**src/rtl/rotation_aligner.sv**
```systemverilog
// Rotation aligner: finds the link's constant left-rotation from tagged sync words and rotates data back.
// Optional ROTATION_ALIGNER_STATS_EN adds a saturating slip_count of LOCKED->SEARCH events.
module rotation_aligner #(
  parameter int          WIDTH     = 8,
  parameter logic [WIDTH-1:0] SYNC_WORD = 8'hB5,
  parameter int          LOCK_CNT  = 3,
  parameter int          MISS_CNT  = 2,
  localparam int         OW        = (WIDTH > 1) ? $clog2(WIDTH) : 1
) (
  input  logic             clk,
  input  logic             rst_n,
  input  logic             in_valid,
  input  logic             in_sync,
  input  logic [WIDTH-1:0] in_data,
  output logic             out_valid,
  output logic             out_sync,
  output logic [WIDTH-1:0] out_data,
  output logic             locked,
`ifdef ROTATION_ALIGNER_STATS_EN
  output logic [7:0]       slip_count,
`endif
  output logic [OW-1:0]    offset
);

  typedef enum logic [1:0] {SEARCH, VERIFY, LOCKED} state_e;

  localparam logic [3:0]    LOCK_C = 4'(LOCK_CNT);
  localparam logic [3:0]    MISS_C = 4'(MISS_CNT);
  localparam logic [OW-1:0] OFF_MAX = OW'(WIDTH - 1);

  state_e           state_q, state_d;
  logic [OW-1:0]    offset_q, offset_d, offset_inc;
  logic [3:0]       match_cnt_q, match_cnt_d, miss_cnt_q, miss_cnt_d;
  logic             out_valid_q, out_sync_q, locked_q;
  logic [WIDTH-1:0] out_data_q;
  logic [2*WIDTH-1:0] dbl;
  logic [WIDTH-1:0] rot;
  logic             chk, match;

  // Rotate right via a doubled word so offset 0 needs no special case.
  assign dbl        = {in_data, in_data} >> offset_q;
  assign rot        = dbl[WIDTH-1:0];
  assign chk        = in_valid & in_sync;
  assign match      = (rot == SYNC_WORD);
  assign offset_inc = (offset_q == OFF_MAX) ? '0 : offset_q + 1'b1;

  always_comb begin
    state_d     = state_q;
    offset_d    = offset_q;
    match_cnt_d = match_cnt_q;
    miss_cnt_d  = miss_cnt_q;
    if (chk) begin
      unique case (state_q)
        SEARCH: begin
          if (match) begin
            match_cnt_d = 4'd1;
            miss_cnt_d  = '0;
            state_d     = (LOCK_C == 4'd1) ? LOCKED : VERIFY;
          end else begin
            offset_d = offset_inc;
          end
        end
        VERIFY: begin
          if (match) begin
            match_cnt_d = match_cnt_q + 4'd1;
            if (match_cnt_d == LOCK_C) begin
              state_d    = LOCKED;
              miss_cnt_d = '0;
            end
          end else begin
            state_d     = SEARCH;
            offset_d    = offset_inc;
            match_cnt_d = '0;
          end
        end
        LOCKED: begin
          if (match) begin
            miss_cnt_d = '0;
          end else begin
            miss_cnt_d = miss_cnt_q + 4'd1;
            if (miss_cnt_d == MISS_C) begin
              state_d     = SEARCH;
              match_cnt_d = '0;
              miss_cnt_d  = '0;
            end
          end
        end
        default: state_d = SEARCH;
      endcase
    end
  end

  always_ff @(posedge clk or negedge rst_n) begin
    if (!rst_n) begin
      state_q     <= SEARCH;
      offset_q    <= '0;
      match_cnt_q <= '0;
      miss_cnt_q  <= '0;
      out_valid_q <= 1'b0;
      out_sync_q  <= 1'b0;
      out_data_q  <= '0;
      locked_q    <= 1'b0;
    end else begin
      state_q     <= state_d;
      offset_q    <= offset_d;
      match_cnt_q <= match_cnt_d;
      miss_cnt_q  <= miss_cnt_d;
      locked_q    <= (state_d == LOCKED);
      // The locking word is emitted; the word that drops lock is not.
      out_valid_q <= in_valid & (state_d == LOCKED);
      if (in_valid && state_d == LOCKED) begin
        out_data_q <= rot;
        out_sync_q <= in_sync;
      end
    end
  end

`ifdef ROTATION_ALIGNER_STATS_EN
  logic [7:0] slip_q;
  always_ff @(posedge clk or negedge rst_n) begin
    if (!rst_n)
      slip_q <= '0;
    else if (state_q == LOCKED && state_d == SEARCH && slip_q != 8'hFF)
      slip_q <= slip_q + 8'd1;
  end
  assign slip_count = slip_q;
`endif

  assign out_valid = out_valid_q;
  assign out_sync  = out_sync_q;
  assign out_data  = out_data_q;
  assign locked    = locked_q;
  assign offset    = offset_q;

endmodule

```
**config.mk**
```make
export PLATFORM = sky130hd
export DESIGN_NAME = rotation_aligner
export DESIGN_NICKNAME = d
export VERILOG_FILES = /design/src/rtl/rotation_aligner.sv
export SDC_FILE = /design/constraint.sdc
export NUM_CORES = 1
export LEC_CHECK = 0
export CAP_MARGIN = 25
export CORE_MARGIN = 5
export CORE_UTILIZATION = 55
export CTS_CLUSTER_DIAMETER = 200
export DETAILED_ROUTE_END_ITERATION = 10
export MAX_ROUTING_LAYER = met4
export PLACE_DENSITY = 0.8
export SYNTH_ARGS = -nofsm -noshare
export SYNTH_HDL_FRONTEND = slang
export SYNTH_SLANG_ARGS = --single-unit
export TNS_END_PERCENT = 5
```
**constraint.sdc**
```tcl
create_clock -name clk -period 5.9 [get_ports clk]
set_clock_uncertainty 0.2 [all_clocks]
set_input_delay 0.885 -clock clk [delete_from_list [all_inputs] [get_ports clk]]
set_output_delay 0.885 -clock clk [all_outputs]
set_load 0.01 [all_outputs]
```
# Yosys cells after proc, flatten, opt, wreduce, memory -nomap -nowiden
# Cells that the tools add are included.
dict set report op_classes {
  n_addsub 3
  eq_ne 12
  shifts 1
  muxes 19
  bitwise 3
  n_reduce_logical 7
}
# op n
set op_table {}
lappend op_table {{4-bit two-way mux} 9}
lappend op_table {{4-bit one-hot mux with 3 select lines} 2}
lappend op_table {{16-bit by 3-bit >> shifter with 8-bit output} 1}
lappend op_table {{2-bit two-way mux} 6}
lappend op_table {{2-bit != test, second input constant} 5}
lappend op_table {{5-bit AND reduction} 2}
lappend op_table {{4-bit by 1-bit adder with 4-bit output, second input constant} 2}
lappend op_table {{4-bit by 2-bit == test with 1-bit output, second input constant} 2}
lappend op_table {{8-bit == test, second input constant} 1}
lappend op_table {{2-bit one-hot mux with 3 select lines} 1}
lappend op_table {{2-bit == test, second input constant} 2}
lappend op_table {{3-bit by 1-bit adder with 3-bit output, second input constant} 1}
lappend op_table {{3-bit == test, second input constant} 1}
lappend op_table {{3-bit two-way mux} 1}
lappend op_table {{3-bit AND reduction} 1}
lappend op_table {{3-bit nonzero test} 1}
lappend op_table {{1-bit AND} 2}
lappend op_table {{2-bit by 1-bit == test with 1-bit output, second input constant} 1}
lappend op_table {{2-bit zero test} 1}
lappend op_table {{2-bit OR reduction} 1}
lappend op_table {{1-bit logical AND} 1}
lappend op_table {{1-bit inverter} 1}
dict set report totals {
  ff_bits 24
  in_bits 12
  elab_cells 53
}

# Longest topological paths before layout
# Gate-level depths: netlist (run 1).
dict set report logic_depth {
  word_depth 8
  mapped_depth 9
}

# Worst setup path before layout (run 1)
# OpenSTA, ideal clock, no wires.
dict set report synth_path {
  kind {input to register}
  from {input in_data[5]}
  to {register out_sync_q, in the netlist out_sync}
  setup_time_ns 0.125
  arrival_ns 2.870
  required_ns 5.575
  setup_slack_ns 2.705
  cell_stages 7
  path_buffers 0
  cell_sequence {mux4_2 > nand2b_1 > o32ai_2 > nand4_4 > mux2i_1 > a211oi_4 > mux2_2}
}
dict set report synth_via {
  elab_chain_cells 7
  word_cells_on_any_way 9
  cone_classes {2 x eq/ne; 1 x shift; 5 x mux; 1 x reduce/logical}
}
# item line
set synth_rtl {}
lappend synth_rtl {{start: declaration} 14} ;# input logic [WIDTH-1:0] in_data,
lappend synth_rtl {{16-bit by 3-bit >> shifter with 8-bit output (*)} 41} ;# assign dbl = {in_data, in_data} >> offset_q;
lappend synth_rtl {{8-bit == test (*)} 44} ;# assign match = (rot == SYNC_WORD);
lappend synth_rtl {{2-bit two-way mux, on equally long branches} {77, 55, 64}}
lappend synth_rtl {{2-bit one-hot mux with 3 select lines (*)} 53} ;# unique case (state_q)
lappend synth_rtl {{2-bit two-way mux (*)} 52} ;# if (chk) begin
lappend synth_rtl {{2-bit == test (*)} 111} ;# if (in_valid && state_d == LOCKED) begin
lappend synth_rtl {{1-bit logical AND (*)} 111}
lappend synth_rtl {{end signal: assignment} 113} ;# out_sync_q <= in_sync;
lappend synth_rtl {{end: declaration} 34} ;# logic out_valid_q, out_sync_q, locked_q;
# Every way passes the cells marked *; elsewhere a longest branch is shown, timed or not.
# A chain may end at the register's enable or synchronous reset.

# Worst setup path after layout (run 1)
dict set report layout_path {
  from {input in_data[1]}
  to {register out_data_q[4], in the netlist out_data[4]}
}
dict set report layout_via {
  elab_chain_cells 7
  word_cells_on_any_way 9
  cone_classes {2 x eq/ne; 1 x shift; 5 x mux; 1 x reduce/logical}
}
# item line
set layout_rtl {}
lappend layout_rtl {{16-bit by 3-bit >> shifter with 8-bit output (*)} 41}
lappend layout_rtl {{8-bit == test} 44}
lappend layout_rtl {{2-bit two-way mux, on equally long branches} {77, 55, 64}}
lappend layout_rtl {{2-bit one-hot mux with 3 select lines} 53}
lappend layout_rtl {{2-bit two-way mux} 52}
lappend layout_rtl {{2-bit == test} 111}
lappend layout_rtl {{1-bit logical AND} 111}
lappend layout_rtl {{end signal: assignment} 112} ;# out_data_q <= rot;
lappend layout_rtl {{end: declaration} 35} ;# logic [WIDTH-1:0] out_data_q;
# Marked as above.

==> results.json, run 1 <==
{
  "clk_pin_slew_worst_paths_ns": 0.14,
  "fmaxAchievable_ghz": 0.271,
  "synth.avg_cell_area_sq_um": 10.5,
  "dr.pass1.iters": 5,
  "fin_ws_ns": 2.21,
  "ctsRootBufferMaster": "clkbuf_4",
  "die_w_um": 67.8,
  "cpLargestDelayFamily": "compound AO/OA/AOI/OAI gates",
  "numPortBuffers": 25,
  "slowest_delay_ns": 0.65,
  "via_per_inst": 5.94,
  "synth-seq-cells": 24,
  "cts_setup_buffers": 0,
  "path_buf_inv": 1,
  "grt_overflow": 0,
  "drv_cap": 0,
  "placed_cells": 243,
  "setup_viol": 0,
  "numCtsBuffers": 3,
  "crit_slowest_cell": "o311ai_0",
  "max-clock-path-buffers": 2,
  "crit_top_cell": "mux2i_1",
  "place_congestion": 0.910,
  "yosys.cell_count.top_type": "dfrtp_1",
  "dp_slack_ns": 1.88,
  "antenna_found_initial": 0,
  "synth.distinct_cells": 47,
  "fp.dieArea_sq_um": 4590,
  "htree_levels": 1,
  "drt_iter0_drc": 148,
  "yosysSeqAreaShare_pct": 32.7,
  "grt_pass1_vias": 1467,
  "tightestPinTransition_ns": 0.666,
  "crit_path_max_fanout": 10,
  "clk_latency_ns": 0.32,
  "coreArea_sq_um": 3280,
  "setup_tns_ns": 0,
  "crit_path_start_kind": "input pin",
  "num_io_pins": 26,
  "postSynthCellCount": 175,
  "crit_type": "input pin to flop",
  "hold_viol_final": 0,
  "vias": 1466,
  "ir_drop_v": 0.000230,
  "status": "finished, final reports clean",
  "dp.final_hpwl_um": 3180,
  "n_fill_cell": 279,
  "period_share_pct": 62.5,
  "post-route-min-period_ns": 3.69,
  "die_height_um": 67.8,
  "min-delay-path-class": "flop to flop",
  "yosysTopAreaCellShare_pct": 32.7,
  "cp_cell_sequence": "clkdlybuf4s50_1 > mux2i_1 > o311ai_0 > nand4_4 > mux2i_1 > a211oi_4 > mux2_2",
  "rows": 21,
  "whs_ns": 0.305,
  "nets": 224,
  "routed_wl_um": 4170,
  "tritoncts": "built",
  "rsz0062_at_grt": "false",
  "cts_resized": 0,
  "p_total_mw": 0.968,
  "drc": 0,
  "cp.arrival_ns": 3.70,
  "pwr_density_cell_nw_per_um2": 444,
  "ys.flop_type": "dfrtp_1",
  "synth_edf_count": 0,
  "syn-cell-area_sq_um": 1830,
  "cts.sinks": 24,
  "wl_per_cell_um": 16.9,
  "grtUsageTotal_pct": 20.2,
  "end_kind": "flop",
  "leakagePower_nw": 0.931,
  "cts_hold_buf": 0,
  "timing.slew.headroom_pct": 55.0,
  "postRouteAntennaNets": 0,
  "area_delta_synth_final_pct": 18.9,
  "ys.warnings.count": 0,
  "reg2reg_slack_ns": 2.42,
  "grt_pass1_wl_um": 6800,
  "grt_max_degree": 21,
  "async_reset_ff_share_pct": 100,
  "synth_area_leader_cell": "dfrtp_1",
  "synth.cells.most_frequent": "dfrtp_1, mux2i_1, nand2_1, mux2_2, nor2_1",
  "insertedDiodeCount": 0,
  "synth_nets": 197,
  "final_layout_size_suffix_gt1_share_pct": 16.4,
  "drv_slew": 0,
  "start_util_pct": 55.8,
  "stdcell_count": 247,
  "yosys-top-cells-area": "dfrtp_1, mux2_2, mux2i_1, ha_1, mux4_2",
  "worstPathRequired_ns": 5.92
}
==> registers in the layout (all words and copies together), names as in the netlist <==
| register | cells |
|---|---|
| out_sync | 1 |
| out_data | 8 |
| locked | 1 |
| out_valid | 1 |
| state_q | 2 |
| miss_cnt_q | 4 |
| offset | 3 |
| match_cnt_q | 4 |
==> logic make-up after synthesis <==
logic type,synth area share [%]
muxes,25.7
buffers and inverters,4.71
and+or+nand+nor,15.1
AOI/OAI and AO/OA,14.9
DFF,32.7
adders and majority gates,6.82
==> worst paths after layout <==
check / from / endpoint / depth (start not counted)
hold reg to reg: out_data[2] / out_data[2] / 1
setup reg to reg: offset[0] / out_data[4] / 7
setup / recovery: in_data[1] / out_data[4] / 7
min in group asynchronous: rst_n / out_data[5] / 1
hold / removal: out_data[2] / out_data[2] / 1
max in group asynchronous: rst_n / state_q[0] / 2
==> metal layers <==
layer	global-route usage (%)	wire length, um	vias up
li1	-	-	705
met2	34.1	2260	33
met4	6.58	35	0
met1	24.8	1740	724
met5	-	0	-
met3	2.66	133	4
==> power breakdown <==
group          internal (mW)  switching [mW]
clock                 0.0687          0.0525
sequential             0.226           0.105
combinational          0.278           0.238
total                  0.572           0.396
==> per-stage QoR <==
stage	area (sq um)	utilization [%]
finish	2180	66.4
global route	2180	66.4
CTS	2180	66.4
detailed placement	2130	64.8
global placement	2100	64.0
floorplan	1830	-
==> layout by cell type, fill, tap and decap left out, types with 2 or more instances in the layout <==
cell / instances
a211o_1: 2
a21bo_2: 2
a21boi_0: 2
a21oi_1: 3
a22o_1: 2
a31oi_1: 2
clkbuf_4: 3
clkdlybuf4s50_1: 25
dfrtp_1: 24
ha_1: 10
inv_1: 11
mux2_2: 15
mux2i_1: 16
mux4_2: 4
nand2_1: 16
nand2b_1: 3
nand3_1: 5
nand3b_1: 2
nor2_1: 12
nor3_1: 3
o21ai_0: 7
o2bb2ai_1: 2
or3_1: 5
==> final cells by class <==
cell class | instances | area, sq um | share of cell area (%)
sequential | 24 | 601 | 27.5
multi-input combinational | 135 | 1150 | 52.6
timing repair buffer | 26 | 278 | 12.7
clock inverter | 1 | 30.0 | 1.38
inverter | 12 | 45.0 | 2.07
tap | 46 | 57.6 | 2.64
clock buffer | 3 | 22.5 | 1.03
Power figures use the tool's default switching activity.
==> run 2, diff against run 1 <==
- CORE_UTILIZATION: 55 -> 49
- PLACE_DENSITY: 0.8 -> 0.76
- clock period: 5.9 -> 3.36 ns (I/O delays scaled with it)
==> results.json, run 2 (same netlist as run 1, synthesis figures left out) <==
{
  "area_delta_synth_final_pct": 22.6,
  "die_height_um": 71.2,
  "rr_worst_depth": 8,
  "setup_viol": 0,
  "via_per_inst": 5.88,
  "max-clock-path-buffers": 2,
  "cts_setup_buffers": 0,
  "status": "finished, final reports clean",
  "end_kind": "flop",
  "clk_pin_slew_worst_paths_ns": 0.08,
  "grt_pass1_vias": 1516,
  "die_w_um": 71.2,
  "cts.sinks": 24,
  "dp_slack_ns": -0.0245,
  "place_congestion": 0.876,
  "seqCellArea_sq_um": 602,
  "ir_drop_v": 0.000439,
  "reg2reg_slack_ns": 0.33,
  "routed_wl_um": 3950,
  "n_fill_cell": 293,
  "period_share_pct": 93.2,
  "drv_cap": 0,
  "intPower_mw": 1.07,
  "tightestPinTransition_ns": 0.575,
  "cts_hold_buf": 0,
  "min-delay-path-class": "flop to flop",
  "numCtsBuffers": 3,
  "cp_cell_sequence": "clkdlybuf4s50_1 > mux4_2 > nand2b_1 > o32ai_2 > nand4_4 > a211o_1 > or4_1 > mux2i_1",
  "timing.slew.headroom_pct": 61.2,
  "multiInputGateArea_sq_um": 1150,
  "crit_path_max_fanout": 7,
  "htree_levels": 1,
  "post-route-min-period_ns": 3.13,
  "grtUsageTotal_pct": 17.1,
  "cp.arrival_ns": 3.13,
  "pwr-share-clk_pct": 14.3,
  "hold_viol_final": 0,
  "largest_reg_flops": 8,
  "grt_max_degree": 25,
  "coreArea_sq_um": 3630,
  "crit_type": "input pin to flop",
  "dr.pass1.iters": 4,
  "final_layout_size_suffix_gt1_share_pct": 19.7,
  "clk_latency_ns": 0.27,
  "crit_slowest_cell": "or4_1",
  "p_total_mw": 1.76,
  "netSwitchingFraction_pct": 39.0,
  "nets": 231,
  "postRouteAntennaNets": 0,
  "reg2reg_to": "match_cnt_q[3]",
  "dp.final_hpwl_um": 3080,
  "start_util_pct": 50.5,
  "fp.dieArea_sq_um": 5070,
  "vias": 1505,
  "ctsRootBufferMaster": "clkbuf_8",
  "worstSetupEndpoint": "match_cnt_q[3]",
  "fin_ws_ns": 0.230,
  "antenna_found_initial": 0,
  "rows": 22,
  "final_cell_mix": "clkdlybuf4s50_1, dfrtp_1, nand2_1, mux2i_1, mux2_2",
  "wl_per_cell_um": 15.4,
  "grt_overflow": 0,
  "drt_iter0_drc": 84,
  "leakagePower_nw": 0.968,
  "grt_pass1_wl_um": 6960,
  "numPortBuffers": 25,
  "r2r-start": "offset[0]",
  "cp-startpoint": "in_data[2]",
  "insertedDiodeCount": 0,
  "crit_path_start_kind": "input pin",
  "final_common_cell": "clkdlybuf4s50_1",
  "power_frac_seq_pct": 31.3,
  "tritoncts": "built",
  "slowest_delay_ns": 0.53,
  "num_io_pins": 26,
  "drv_slew": 0,
  "worstPathRequired_ns": 3.36,
  "drc": 0,
  "pwr-share-comb_pct": 54.4,
  "rsz0062_at_grt": "false",
  "p_switching_mw": 0.686,
  "fmaxAchievable_ghz": 0.319,
  "pwr_density_cell_nw_per_um2": 783
}
-- run 2: worst max-delay path, delay by kind of cell --
family,cells,cell delay [ns]
compound gates,2,0.57
simple gates,3,0.90
buf+inv,1,0.50
mux,2,0.65
-- run 2: power by group through the flow --
stage               sequential [mW]  combinational [mW]  clock, mW
floorplan                     0.525               0.679          0
global placement              0.543               0.923          0
detailed placement            0.557               0.956          0
CTS                           0.551               0.962      0.257
global route                  0.581                1.06      0.271
finish                        0.551               0.958      0.251
-- run 2: per-stage QoR --
| step | instances | util, % | area, sq um | TNS (ns) | hold WS, ns |
|---|---|---|---|---|---|
| after floorplan | 175 | - | 1830 | 0 | 0.00841 |
| after global placement | 252 | 59.9 | 2180 | 0 | 0.272 |
| after detailed placement | 252 | 59.9 | 2180 | -0.101 | 0.284 |
| after CTS | 256 | 61.8 | 2250 | 0 | 0.310 |
| final | 256 | 61.9 | 2250 | 0 | 0.311 |
| after global routing | 256 | 61.9 | 2250 | 0 | 0.335 |
-- run 2: metal layers --
layer | vias up | share of wire [%] | GRT usage (%)
met1 | 743 | 43 | 20.4
met4 | 0 | 0.81 | 3.97
met3 | 6 | 3.4 | 3.41
met5 | - | 0 | -
met2 | 31 | 52 | 29.6
li1 | 725 | - | -
-- run 2: layout make-up --
class	instances	share of cell area (%)
Timing Repair Buffer	33	14.4
Inverter	12	2.00
Clock buffer	3	1.84
Multi-Input combinational cell	135	51.0
Sequential cell	24	26.8
Clock inverter	1	1.34
Tap cell	48	2.67
-- run 2: what timing repair did --
item,in CTS,in global routing
setup endpoints to repair,0,2
gates resized for setup,0,2
endpoints found under the hold margin,0,0
-- run 2: worst min path at each step --
stage / slack, ns / end / cells after the start / from
final: 0.31 / out_data[2] / 1 / out_data[2]
after global routing: 0.33 / out_data[3] / 1 / out_data[3]
after CTS: 0.31 / out_data[2] / 1 / out_data[2]
after detailed placement: 0.28 / out_data[2] / 1 / out_data[2]
after global placement: 0.27 / out_data[2] / 1 / out_data[2]
after floorplan: 0.008 / locked / 0 / rst_n
==> run 3, diff against run 2 <==
- PLACE_DENSITY: 0.76 -> 0.74
==> results.json, run 3 (same netlist as run 1, synthesis figures left out) <==
{
  "timing.slew.headroom_pct": 57.2,
  "start_util_pct": 50.5,
  "via_per_inst": 5.91,
  "final_layout_size_suffix_gt1_share_pct": 19.7,
  "numPortBuffers": 25,
  "slowest_delay_ns": 0.53,
  "tightestPinTransition_ns": 0.634,
  "dp_slack_ns": -0.111,
  "nets": 231,
  "largest_reg_flops": 8,
  "tritoncts": "built",
  "postRouteAntennaNets": 0,
  "htree_levels": 1,
  "rows": 22,
  "coreArea_sq_um": 3630,
  "drv_cap": 0,
  "stdcell_count": 256,
  "fmaxAchievable_ghz": 0.310,
  "dp.final_hpwl_um": 3190,
  "crit_path_max_fanout": 10,
  "rsz0062_at_grt": "false",
  "grt_overflow": 0,
  "ir_drop_v": 0.000416,
  "seqCellArea_sq_um": 602,
  "numCtsBuffers": 3,
  "multiInputGateArea_sq_um": 1150,
  "crit_type": "input pin to flop",
  "crit_slowest_cell": "or4_1",
  "drv_slew": 0,
  "setup_viol": 0,
  "fp.dieArea_sq_um": 5070,
  "wl_per_cell_um": 16.3,
  "fin_ws_ns": 0.134,
  "min-delay-path-class": "flop to flop",
  "worstPathRequired_ns": 3.35,
  "ctsRootBufferMaster": "clkbuf_8",
  "grtUsageTotal_pct": 18.0,
  "final_cell_mix": "clkdlybuf4s50_1, dfrtp_1, nand2_1, mux2i_1, mux2_2",
  "pwr_density_cell_nw_per_um2": 777,
  "cts.sinks": 24,
  "cp_cell_sequence": "clkdlybuf4s50_1 > mux4_2 > nand2b_1 > o32ai_2 > nand4_4 > a211o_1 > or4_1 > mux2i_1",
  "drt_iter0_drc": 137,
  "die_height_um": 71.2,
  "path_buf_inv": 1,
  "vias": 1513,
  "cts_hold_buf": 0,
  "insertedDiodeCount": 0,
  "cp.arrival_ns": 3.22,
  "status": "finished, final reports clean",
  "die_w_um": 71.2,
  "clk_latency_ns": 0.26,
  "leakagePower_nw": 0.960,
  "final_common_cell": "clkdlybuf4s50_1",
  "clk_pin_slew_worst_paths_ns": 0.08,
  "post-route-min-period_ns": 3.23,
  "hold_viol_final": 0,
  "p_total_mw": 1.73,
  "antenna_found_initial": 0,
  "cpLargestDelayFamily": "simple AND/OR/NAND/NOR gates",
  "period_share_pct": 96.0,
  "dr.pass1.iters": 4,
  "placed_cells": 252,
  "n_fill_cell": 298,
  "grt_pass1_vias": 1550,
  "num_io_pins": 26,
  "setup_tns_ns": 0,
  "grt_max_degree": 25,
  "end_kind": "flop",
  "crit_path_start_kind": "input pin",
  "drc": 0,
  "place_congestion": 0.892,
  "grt_pass1_wl_um": 7240,
  "max-clock-path-buffers": 2,
  "routed_wl_um": 4160,
  "area_delta_synth_final_pct": 21.0
}
-- run 3: cell types whose count changed in the layout (fill, tap and decap cells not counted), sizes merged --
cell and change:
bufinv -1, clkbuf +1
-- run 3: repair_timing --
action                                  4_1_cts  5_1_grt
endpoints found under the hold margin         0        0
endpoints found under the setup margin        0       13
buffers inserted                              0        0
gates resized for setup                       0        2
-- run 3: area by class of cell --
cell class	instances	share of cell area (%)
clock buffers	4	2.48
well taps	48	2.71
repair buffers	33	14.0
flip-flops and latches	24	27.1
multi-input cells	135	51.7
inverters	12	2.03
-- run 3: final timing paths --
kind | start | to | slack [ns] | cells past startpoint
worst max-delay path | in_data[2] | match_cnt_q[3] | 0.13 | 8
worst min-delay path | out_data[2] | out_data[2] | 0.31 | 1
worst max register to register | offset[0] | match_cnt_q[3] | 0.25 | 7
worst min register to register | out_data[2] | out_data[2] | 0.31 | 1
max in group asynchronous | rst_n | offset[0] | 2.31 | 2
min in group asynchronous | rst_n | miss_cnt_q[1] | 0.40 | 2
-- run 3: metrics by stage --
stage               utilization [%]  hold WS (ns)  cell area, sq um
finish                         61.1         0.308              2220
global route                   61.1         0.335              2220
detailed placement             59.5         0.294              2160
CTS                            61.1         0.313              2220
global placement               59.5         0.275              2160
floorplan                         -       0.00841              1830
-- run 3: where the power goes --
group          switching [mW]  internal, mW
Clock                  0.0875         0.105
Combinational           0.466         0.527
Sequential              0.142         0.399
-- run 3: worst reg2reg max path, cell delays in order (launching register included) --
cell and delay, ns:
dfrtp_2 0.57, mux4_2 0.58, nand2b_1 0.17, o32ai_2 0.18, nand4_4 0.23, a211o_1 0.43
or4_1 0.53, mux2i_1 0.13
-- run 3: per-layer routing --
layer / GRT usage, % / part of all wire [%] / up-vias
met5: - / 0 / -
met1: 22.0 / 42 / 741
met3: 3.13 / 5.1 / 9
met2: 30.1 / 52 / 46
met4: 5.43 / 1.3 / 0
li1: - / - / 717
